## src/rtl/ps2_pkg.sv

```systemverilog
`default_nettype none
// ============================================================================
// Module      : ps2_pkg
// Description : Shared types and helpers for the PS/2 keyboard transmitter.
// Revision    : 1.0  initial release
// ============================================================================
package ps2_pkg;

    // start + 8 data + parity + stop
    localparam int PS2_FRAME_BITS = 11;

    typedef enum logic [1:0] {
        IDLE  = 2'd0,
        SHIFT = 2'd1,
        GAP   = 2'd2
    } ps2_state_t;

    // PS/2 parity bit: makes the total count of ones in data+parity odd.
    function automatic logic odd_parity(input logic [7:0] b);
        return ~(^b);
    endfunction

endpackage
`default_nettype wire

```

## src/rtl/ps2_kbd_tx_fifo.sv

```systemverilog
`default_nettype none
// ============================================================================
// Module      : fifo_sync
// Description : Single-clock FIFO with occupancy counter and
//               combinational read port (dout shows the head entry).
// Revision    : 1.0  initial release
// ============================================================================
module fifo_sync #(
    parameter int WIDTH = 8,
    parameter int DEPTH = 8
) (
    input  logic             clk,
    input  logic             rst,
    input  logic             push,
    input  logic             pop,
    input  logic [WIDTH-1:0] din,
    output logic [WIDTH-1:0] dout,
    output logic             full,
    output logic             empty
);

    localparam int c_addr_w = $clog2(DEPTH);
    localparam logic [c_addr_w:0] c_depth = (c_addr_w + 1)'(DEPTH);

    logic [WIDTH-1:0]    r_mem [DEPTH];
    logic [c_addr_w-1:0] r_wr_ptr;
    logic [c_addr_w-1:0] r_rd_ptr;
    logic [c_addr_w:0]   r_count;
    logic                w_do_push;
    logic                w_do_pop;

    // Requests against a full/empty buffer are silently dropped.
    assign w_do_push = push && !full;
    assign w_do_pop  = pop && !empty;

    assign full  = (r_count == c_depth);
    assign empty = (r_count == '0);
    assign dout  = r_mem[r_rd_ptr];

    // Storage array; contents are don't-care while empty, so no reset.
    always_ff @(posedge clk) begin
        if (w_do_push) begin
            r_mem[r_wr_ptr] <= din;
        end
    end

    // Pointer and occupancy bookkeeping; push+pop together keeps the count.
    always_ff @(posedge clk) begin
        if (rst) begin
            r_wr_ptr <= '0;
            r_rd_ptr <= '0;
            r_count  <= '0;
        end else begin
            if (w_do_push) r_wr_ptr <= r_wr_ptr + c_addr_w'(1);
            if (w_do_pop)  r_rd_ptr <= r_rd_ptr + c_addr_w'(1);
            case ({w_do_push, w_do_pop})
                2'b10:   r_count <= r_count + (c_addr_w + 1)'(1);
                2'b01:   r_count <= r_count - (c_addr_w + 1)'(1);
                default: r_count <= r_count;
            endcase
        end
    end

endmodule
`default_nettype wire

```

## src/rtl/ps2_kbd_tx.sv

```systemverilog
`default_nettype none
// ============================================================================
// Module      : ps2_kbd_tx
// Description : Device-side PS/2 keyboard transmitter. Buffers scan-code
//               bytes and sends each as an 11-bit frame, driving both
//               ps2_clk and ps2_data from registers, with an idle gap
//               after every frame.
// Revision    : 1.0  initial release
// ============================================================================
module ps2_kbd_tx
    import ps2_pkg::*;
#(
    parameter int CLK_DIV    = 2500,
    parameter int GAP_CYCLES = 10000,
    parameter int FIFO_DEPTH = 8
) (
    input  logic       clk,
    input  logic       rst,
    input  logic [7:0] in_data,
    input  logic       in_valid,
    output logic       in_ready,
    output logic       ps2_clk,
    output logic       ps2_data,
    output logic       busy
);

    localparam int c_ph_w  = $clog2(2 * CLK_DIV);
    localparam int c_gap_w = $clog2(GAP_CYCLES + 1);

    // Phase value after which ps2_clk drops, and the last phase of a bit.
    localparam logic [c_ph_w-1:0]  c_ph_fall  = c_ph_w'(CLK_DIV - 1);
    localparam logic [c_ph_w-1:0]  c_ph_last  = c_ph_w'(2 * CLK_DIV - 1);
    localparam logic [c_gap_w-1:0] c_gap_last = c_gap_w'(GAP_CYCLES - 1);
    localparam logic [3:0]         c_last_bit = 4'(PS2_FRAME_BITS - 1);

    ps2_state_t          r_state;
    logic [c_ph_w-1:0]   r_phase;
    logic [c_gap_w-1:0]  r_gap_cnt;
    logic [3:0]          r_bit_idx;
    // Bits still to send after the start bit: data[7:0], parity, stop.
    logic [PS2_FRAME_BITS-2:0] r_shift;
    logic                r_ps2_clk;
    logic                r_ps2_data;

    logic                w_full;
    logic                w_empty;
    logic                w_push;
    logic                w_pop;
    logic [7:0]          w_head;

    assign w_push   = in_valid && !w_full;
    assign w_pop    = (r_state == IDLE) && !w_empty;
    assign in_ready = !w_full;
    assign ps2_clk  = r_ps2_clk;
    assign ps2_data = r_ps2_data;
    assign busy     = (r_state != IDLE) || !w_empty;

    fifo_sync #(
        .WIDTH (8),
        .DEPTH (FIFO_DEPTH)
    ) u_fifo (
        .clk   (clk),
        .rst   (rst),
        .push  (w_push),
        .pop   (w_pop),
        .din   (in_data),
        .dout  (w_head),
        .full  (w_full),
        .empty (w_empty)
    );

    // Frame sequencer: pops a byte, shifts it out bit by bit, then idles for the gap.
    always_ff @(posedge clk) begin
        if (rst) begin
            r_state    <= IDLE;
            r_phase    <= '0;
            r_gap_cnt  <= '0;
            r_bit_idx  <= '0;
            r_shift    <= '1;
            r_ps2_clk  <= 1'b1;
            r_ps2_data <= 1'b1;
        end else begin
            case (r_state)
                IDLE: begin
                    r_ps2_clk  <= 1'b1;
                    r_ps2_data <= 1'b1;
                    if (!w_empty) begin
                        r_shift    <= {1'b1, odd_parity(w_head), w_head};
                        r_ps2_data <= 1'b0;
                        r_bit_idx  <= '0;
                        r_phase    <= '0;
                        r_state    <= SHIFT;
                    end
                end
                SHIFT: begin
                    if (r_phase == c_ph_last) begin
                        // End of bit: clock back high, data moves on while clock is high.
                        r_phase   <= '0;
                        r_ps2_clk <= 1'b1;
                        if (r_bit_idx == c_last_bit) begin
                            r_ps2_data <= 1'b1;
                            r_gap_cnt  <= '0;
                            r_state    <= GAP;
                        end else begin
                            r_bit_idx  <= r_bit_idx + 4'd1;
                            r_ps2_data <= r_shift[0];
                            r_shift    <= {1'b1, r_shift[PS2_FRAME_BITS-2:1]};
                        end
                    end else begin
                        r_phase <= r_phase + c_ph_w'(1);
                        if (r_phase == c_ph_fall) begin
                            r_ps2_clk <= 1'b0;
                        end
                    end
                end
                GAP: begin
                    if (r_gap_cnt == c_gap_last) begin
                        r_state <= IDLE;
                    end else begin
                        r_gap_cnt <= r_gap_cnt + c_gap_w'(1);
                    end
                end
                default: begin
                    r_state    <= IDLE;
                    r_ps2_clk  <= 1'b1;
                    r_ps2_data <= 1'b1;
                end
            endcase
        end
    end

endmodule
`default_nettype wire

```

## config.mk

```make
export PLATFORM = sky130hd
export DESIGN_NAME = ps2_kbd_tx
export DESIGN_NICKNAME = d
export VERILOG_FILES = /design/src/rtl/ps2_pkg.sv /design/src/rtl/ps2_kbd_tx_fifo.sv /design/src/rtl/ps2_kbd_tx.sv
export SDC_FILE = /design/constraint.sdc
export NUM_CORES = 1
export LEC_CHECK = 0
export CORE_MARGIN = 2
export CORE_UTILIZATION = 25
export CTS_CLUSTER_SIZE = 8
export DETAILED_ROUTE_END_ITERATION = 8
export PLACE_DENSITY = 0.44
export SYNTH_ARGS = -nofsm -noshare
export SYNTH_HDL_FRONTEND = slang
export SYNTH_HIERARCHICAL = 1
export SYNTH_SLANG_ARGS = --single-unit
export TNS_END_PERCENT = 10
```

## constraint.sdc

```tcl
create_clock -name clk -period 3.3 [get_ports clk]
set_clock_uncertainty 0.2 [all_clocks]
set_input_delay 0.825 -clock clk [delete_from_list [all_inputs] [get_ports clk]]
set_output_delay 0.825 -clock clk [all_outputs]
set_load 0.03 [all_outputs]
```

# --- Yosys cells after proc, flatten, opt, wreduce, memory -nomap -nowiden ---
# Memory sizes are Yosys's and may differ from the RTL's. A register that Yosys moved wholly into a read port is not among the register bits.
# Index checks and enable logic that the tools add are counted.
word_totals:
  elab_cells: 88
  n_memories: 1
  latchBits: 0
  rom_bits: 0
  output_inout_bits: 4
  input_bits: 11
  ram_bits: 64
  regBits: 55
classes:
  muxes: 32
  addsub: 7
  div: 0
  shift: 0
  n_reduce_logical: 20
  n_bitwise: 2
  mul: 0
  magnitude_cmp: 0
  n_eq_ne: 16
memory_table:
  columns: ["memory", "words", "word_bits", "read_ports", "rd_ports_with_merged_regs", "wr", "line_no", "rtl"]
  rows:
  - ["u_fifo.r_mem", 8, 8, 1, 1, 1, "ps2_kbd_tx_fifo.sv:25", "logic [WIDTH-1:0] r_mem [DEPTH];"]
ops:
  columns: ["cell", "n"]
  rows:
  - ["2-to-1 mux 14 bit", 3]
  - ["2-to-1 mux 10 bit", 3]
  - ["one-hot mux 14 bit (2 select lines)", 1]
  - ["2-to-1 mux 13 bit", 2]
  - ["one-hot mux 13 bit (2 select lines)", 1]
  - ["one-hot mux 10 bit (2 select lines)", 1]
  - ["one-hot mux 4 bit (2 select lines)", 2]
  - ["adder 14 x 1 -> 14 bit (second input constant)", 1]
  - ["equality test 14 bit (second input constant)", 1]
  - ["adder 13 x 1 -> 13 bit (second input constant)", 1]
  - ["equality test 13 x 12 -> 1 bit (second input constant)", 1]
  - ["equality test 13 bit (second input constant)", 1]
  - ["2-to-1 mux 4 bit", 3]
  - ["!= test 2 bit (second input constant)", 6]
  - ["AND reduction 4 bit", 3]
  - ["adder 4 x 1 -> 4 bit (second input constant)", 2]
  - ["equality test 4 bit (second input constant)", 2]
  - ["2-to-1 mux 2 bit", 4]
  - ["nonzero test 2 bit", 4]
  - ["XOR reduction 8 bit", 1]
  - ["2-to-1 mux 1 bit", 7]
  - ["adder 3 x 1 -> 3 bit (second input constant)", 2]
  - ["2-to-1 mux 3 bit", 2]
  - ["one-hot mux 2 bit (3 select lines)", 1]
  - ["other kinds (13)", 22]

# --- Depth between registers and ports, before layout ---
logic_depth:
  depth_word: 6
  depth_mapped: 13
  depth_no_buf: 11

# --- Hierarchy ---
# Netlist, hierarchy kept.
by_module_without_submodules:
  columns: ["mod", "area_each_um2", "seq_area_each_um2", "cells_per_inst", "n_inst"]
  rows:
  - ["fifo_sync", 3151.8, 2182.1, 167, 1]
  - ["ps2_kbd_tx", 2411.1, 880.8, 287, 1]

# --- Worst setup path after synthesis ---
# No wires, ideal clock.
synth_timing:
  kind: "input -> register"
  startpoint: "input port in_valid"
  endpoint: "register u_fifo.r_count[3]"
  t_arrival_ps: 2639
  setup_slack_ps: 340
  setup_time_ps: 121
  stages: 8
  t_required_ps: 2979
  path_buffers: 1
  path_cell_list: "nor2b_1 -> nand2_8 -> ha_1 -> clkbuf_1 -> nor4b_1 -> a41oi_1 -> o41ai_1 -> mux2_2"
synth_between:
  elab_chain_len: 4
  elab_cells_between_ends: 6
  cone_classes: "eq/ne (2); mux (1); reduce/logical (3)"
synth_lines:
  columns: ["element", "line_no", "rtl"]
  rows:
  - ["from (decl)", "ps2_kbd_tx.sv:20", "input logic in_valid,"]
  - ["logical AND 1 bit (*)", "ps2_kbd_tx.sv:51", "assign w_push = in_valid && !w_full;"]
  - ["logical AND 1 bit (*)", "ps2_kbd_tx_fifo.sv:33", "assign w_do_push = push && !full;"]
  - ["equality test 2 x 1 -> 1 bit or equality test 2 bit (tied branches)", "ps2_kbd_tx_fifo.sv:56", "case ({w_do_push, w_do_pop})"]
  - ["one-hot mux 4 bit (2 select lines) or nonzero test 2 bit (tied branches)", null, null]
  - ["to (signal assigned)", "ps2_kbd_tx_fifo.sv:57", "2'b10: r_count <= r_count + (c_addr_w + 1)'(1);"]
  - ["to (signal assigned)", "ps2_kbd_tx_fifo.sv:58", "2'b01: r_count <= r_count - (c_addr_w + 1)'(1);"]
  - ["to (signal assigned)", "ps2_kbd_tx_fifo.sv:59", "default: r_count <= r_count;"]
  - ["to (decl)", "ps2_kbd_tx_fifo.sv:28", "logic [c_addr_w:0] r_count;"]
# Mark *: on every way between the ends. The rest lies on a longest branch, timed or not.
# A chain may end at the register's enable or synchronous reset.

# --- Worst setup path after layout ---
layout_timing:
  startpoint: "register u_fifo.r_count[2]"
  endpoint: "register u_fifo.r_count[3]"
layout_between:
  elab_chain_len: 6
  elab_cells_between_ends: 14
  cone_classes: "add/sub (2); eq/ne (3); mux (1); reduce/logical (8)"
layout_lines:
  columns: ["element", "line_no", "rtl"]
  rows:
  - ["logical NOT 4 bit (*)", "ps2_kbd_tx_fifo.sv:37", "assign empty = (r_count == '0);"]
  - ["named net w_empty", "ps2_kbd_tx.sv:46", "logic w_empty;"]
  - ["logical NOT 1 bit (*)", "ps2_kbd_tx.sv:52", "assign w_pop = (r_state == IDLE) && !w_empty;"]
  - ["logical AND 1 bit (*)", "ps2_kbd_tx.sv:52", null]
  - ["named net w_pop", "ps2_kbd_tx.sv:48", "logic w_pop;"]
  - ["logical AND 1 bit (*)", "ps2_kbd_tx_fifo.sv:34", "assign w_do_pop = pop && !empty;"]
  - ["named net u_fifo.w_do_pop", "ps2_kbd_tx_fifo.sv:30", "logic w_do_pop;"]
  - ["equality test 2 x 1 -> 1 bit or equality test 2 bit (tied branches)", "ps2_kbd_tx_fifo.sv:56", null]
  - ["one-hot mux 4 bit (2 select lines) or nonzero test 2 bit (tied branches)", null, null]
# The timed path passes the listed nets; every way through them passes the cells marked *.

==> impl_metrics.env <==
export IMPL_period_share=0.927
export IMPL_avgSynthCellArea_um2=12.3
export IMPL_seqPwrFrac=0.364
export IMPL_syn_cell_area_um2=5560
export IMPL_critPathKind="reg -> reg"
export IMPL_dp_cells=744
export IMPL_yosysWarnings=6
export IMPL_die_w_um=153
export IMPL_setup_ws_ps=239
export IMPL_synthCells=454
export IMPL_p_int_mw=3.53
export IMPL_synth_edf_count=64
export IMPL_finalHoldViolCount=0
export IMPL_switching_power_mw=1.74
export IMPL_synth_compound_area_frac=0.107
export IMPL_fmax_mhz=327
export IMPL_final_cells=777
export IMPL_placed_area_um2=6050
export IMPL_slew_headroom=0.492
export IMPL_hpwl_um=7670
export IMPL_synth_seq_cells=121
export IMPL_cts_inserted_buffers=17
export IMPL_hold_ws_ps=285
export IMPL_clk_insertion_delay_late_ps=420
export IMPL_p_per_area_nw_per_um2=793
export IMPL_synth_xor_area_share=0.0281
export IMPL_cp_max_fo=8
export IMPL_synth_area_mux_share=0.0976
export IMPL_synthSimpleGateAreaFrac=0.165
export IMPL_diodes=0
export IMPL_grt_usage=0.104
export IMPL_num_vias=3703
export IMPL_pwr_share_comb=0.305
export IMPL_grt_ovfl_total=0
export IMPL_fp_row_count=54
export IMPL_area_delta_synth_final_pct=19.5
export IMPL_hp_class="reg -> reg"
export IMPL_drc=0
export IMPL_gp_congestion=0.732
export IMPL_drive_gt1_frac=0.189
export IMPL_cp_start_kind="register"
export IMPL_die_height_um=153
export IMPL_required_ps=3400
export IMPL_irDropWorstVdd_mv=0.275
export IMPL_ant_nets=0
export IMPL_synth_fa_ha_area_frac=0.0202
export IMPL_vias_per_cell=4.77
export IMPL_grt_pass1_wl_um=19000
export IMPL_synth_top_area_frac=0.345
export IMPL_async_reset_ff_frac=0
export IMPL_finalWirelength_um=11700
export IMPL_clockBufferDepth=2
export IMPL_synthTopCellsByArea="edfxtp_1 35%, dfxtp_1 21%, mux4_1 3.8%"
export IMPL_synth_top_area_cell="edfxtp_1"
export IMPL_critPathCaptureType="register"
export IMPL_initial_utilization=0.255
export IMPL_arrival_ps=3160
export IMPL_clkSlewWorstSetupHoldPaths_ps=60
export IMPL_totalNegativeSetupSlack_ps=0
export IMPL_power_leakage_nw=2.30
export IMPL_grt_max_degree=20
export IMPL_hold_buffers=0
export IMPL_clockRootBuffer="clkbuf_16"
export IMPL_synth_top_family_by_area="simple AND/OR/NAND/NOR gates"
export IMPL_port_buffers=14
export IMPL_status="completed"
export IMPL_yosysSeqAreaShare=0.551
export IMPL_fill_cells=2209
export IMPL_setup_viol=0
export IMPL_postLayoutCellArea_um2=6650
export IMPL_slew_viol_final=0
export IMPL_cts_tree="built"
export IMPL_clock_sinks=121
export IMPL_syn_nets=474
export IMPL_fin_crit_ps=3060
export IMPL_ios=15
export IMPL_pwr_share_clk=0.331
export IMPL_p_sw_frac=0.330
export IMPL_wl_per_cell_um=15.1
export IMPL_nets=505
export IMPL_first_pass_iters=4
export IMPL_pre_cts_ws_ps=-15.7
export IMPL_max_cap_violations=0
export IMPL_synth_ff_type="edfxtp_1"
export IMPL_die_area_um2=23500
export IMPL_yosysMostFrequentCell="edfxtp_1"
export IMPL_drt_iter0_drc=193
export IMPL_first_global_vias=3585
export IMPL_total_power_mw=5.27
export IMPL_antenna_found_initial=0
export IMPL_rsz0062_at_grt="no"
export IMPL_htreeDepth=4
export IMPL_coreArea_um2=21800
export IMPL_worstMarginPinSlew_ps=760
export IMPL_ys_top_cells_by_count="64 x edfxtp_1, 57 x dfxtp_1, 31 x nand2_1, 30 x nor2_1, 21 x nand3_1"
export IMPL_synth_distinct_cells=67
export IMPL_final_util=0.305
critical path, cell delays in order, from the launching register on:
cell and delay (ps):
dfxtp_1 500, nor4_2 120, or3_1 400, inv_1 190, o41a_1 260, ha_2 270
nand2_1 80, mux2_2 290, o41ai_1 280, mux2_2 370
kinds of logic (layout without fill, tap and decap cells):
| logic type | count (synthesis) | after routing |
|---|---|---|
| AO/OA/AOI/OAI | 86 | 86 |
| XOR/XNOR | 17 | 17 |
| adder cells (fa/ha/maj) | 9 | 9 |
| buffers and inverters | 30 | 73 |
| flip-flops | 121 | 121 |
| multiplexers | 30 | 30 |
| AND/OR/NAND/NOR | 161 | 161 |
final timing paths:
check / from / endpoint / slack, ps / cells after the start
max: u_fifo/r_count[2] / u_fifo/r_count[3] / 240 / 9
min: r_phase[12] / r_phase[12] / 290 / 1
max reg2reg: u_fifo/r_count[2] / u_fifo/r_count[3] / 240 / 9
min reg2reg: r_phase[12] / r_phase[12] / 290 / 1
sequential cells by signal (all words and copies together) (netlist names), 3 cells and up, named ones only:
register and count:
u_fifo/r_rd_ptr 3, u_fifo/r_wr_ptr 3, r_bit_idx 4, u_fifo/r_count 4
r_gap_cnt 14, r_shift 9, u_fifo/r_mem 64, r_phase 13
routing by layer:
layer,vias to the layer above,wire length (µm),share of wire,global-route usage
li1,1813,-,-,-
met3,13,364,0.031,0.0303
met5,-,0,0,0
met1,1829,5560,0.47,0.136
met4,0,134,0.011,0.0397
met2,48,5690,0.48,0.165
power by group through the flow:
stage	registers (mW)	logic [mW]	clock network, mW
3_3_place_gp	1.94	1.56	0
4_1_cts	1.91	1.60	1.81
3_5_place_dp	1.94	1.59	0
6_report	1.92	1.61	1.75
5_1_grt	1.94	1.78	1.88
2_1_floorplan	1.92	1.17	0
layout make-up:
class / count / area, µm² / area share
Inverter: 7 / 26.3 / 0.00395
Timing Repair Buffer: 35 / 300 / 0.0452
Tap cell: 280 / 350 / 0.0527
Sequential cell: 121 / 3060 / 0.461
Clock buffer: 17 / 425 / 0.0640
Multi-Input combinational cell: 303 / 2350 / 0.353
Clock inverter: 14 / 138 / 0.0207
cell usage in the layout, fill, tap and decap left out, types with 9 or more instances in the layout:
cell / n
a21oi_1: 17
and2_1: 9
buf_4: 21
clkbuf_16: 17
clkdlybuf4s50_1: 13
dfxtp_1: 57
edfxtp_1: 64
mux2_2: 10
nand2_1: 31
nand3_1: 21
nor2_1: 30
nor3_1: 17
o21ai_0: 19
xnor2_1: 9
what timing repair did:
action	in CTS	in global routing
setup endpoints to repair	0	3
resized for setup	0	4
setup buffers	0	2
Power figures use the tool's default switching activity.
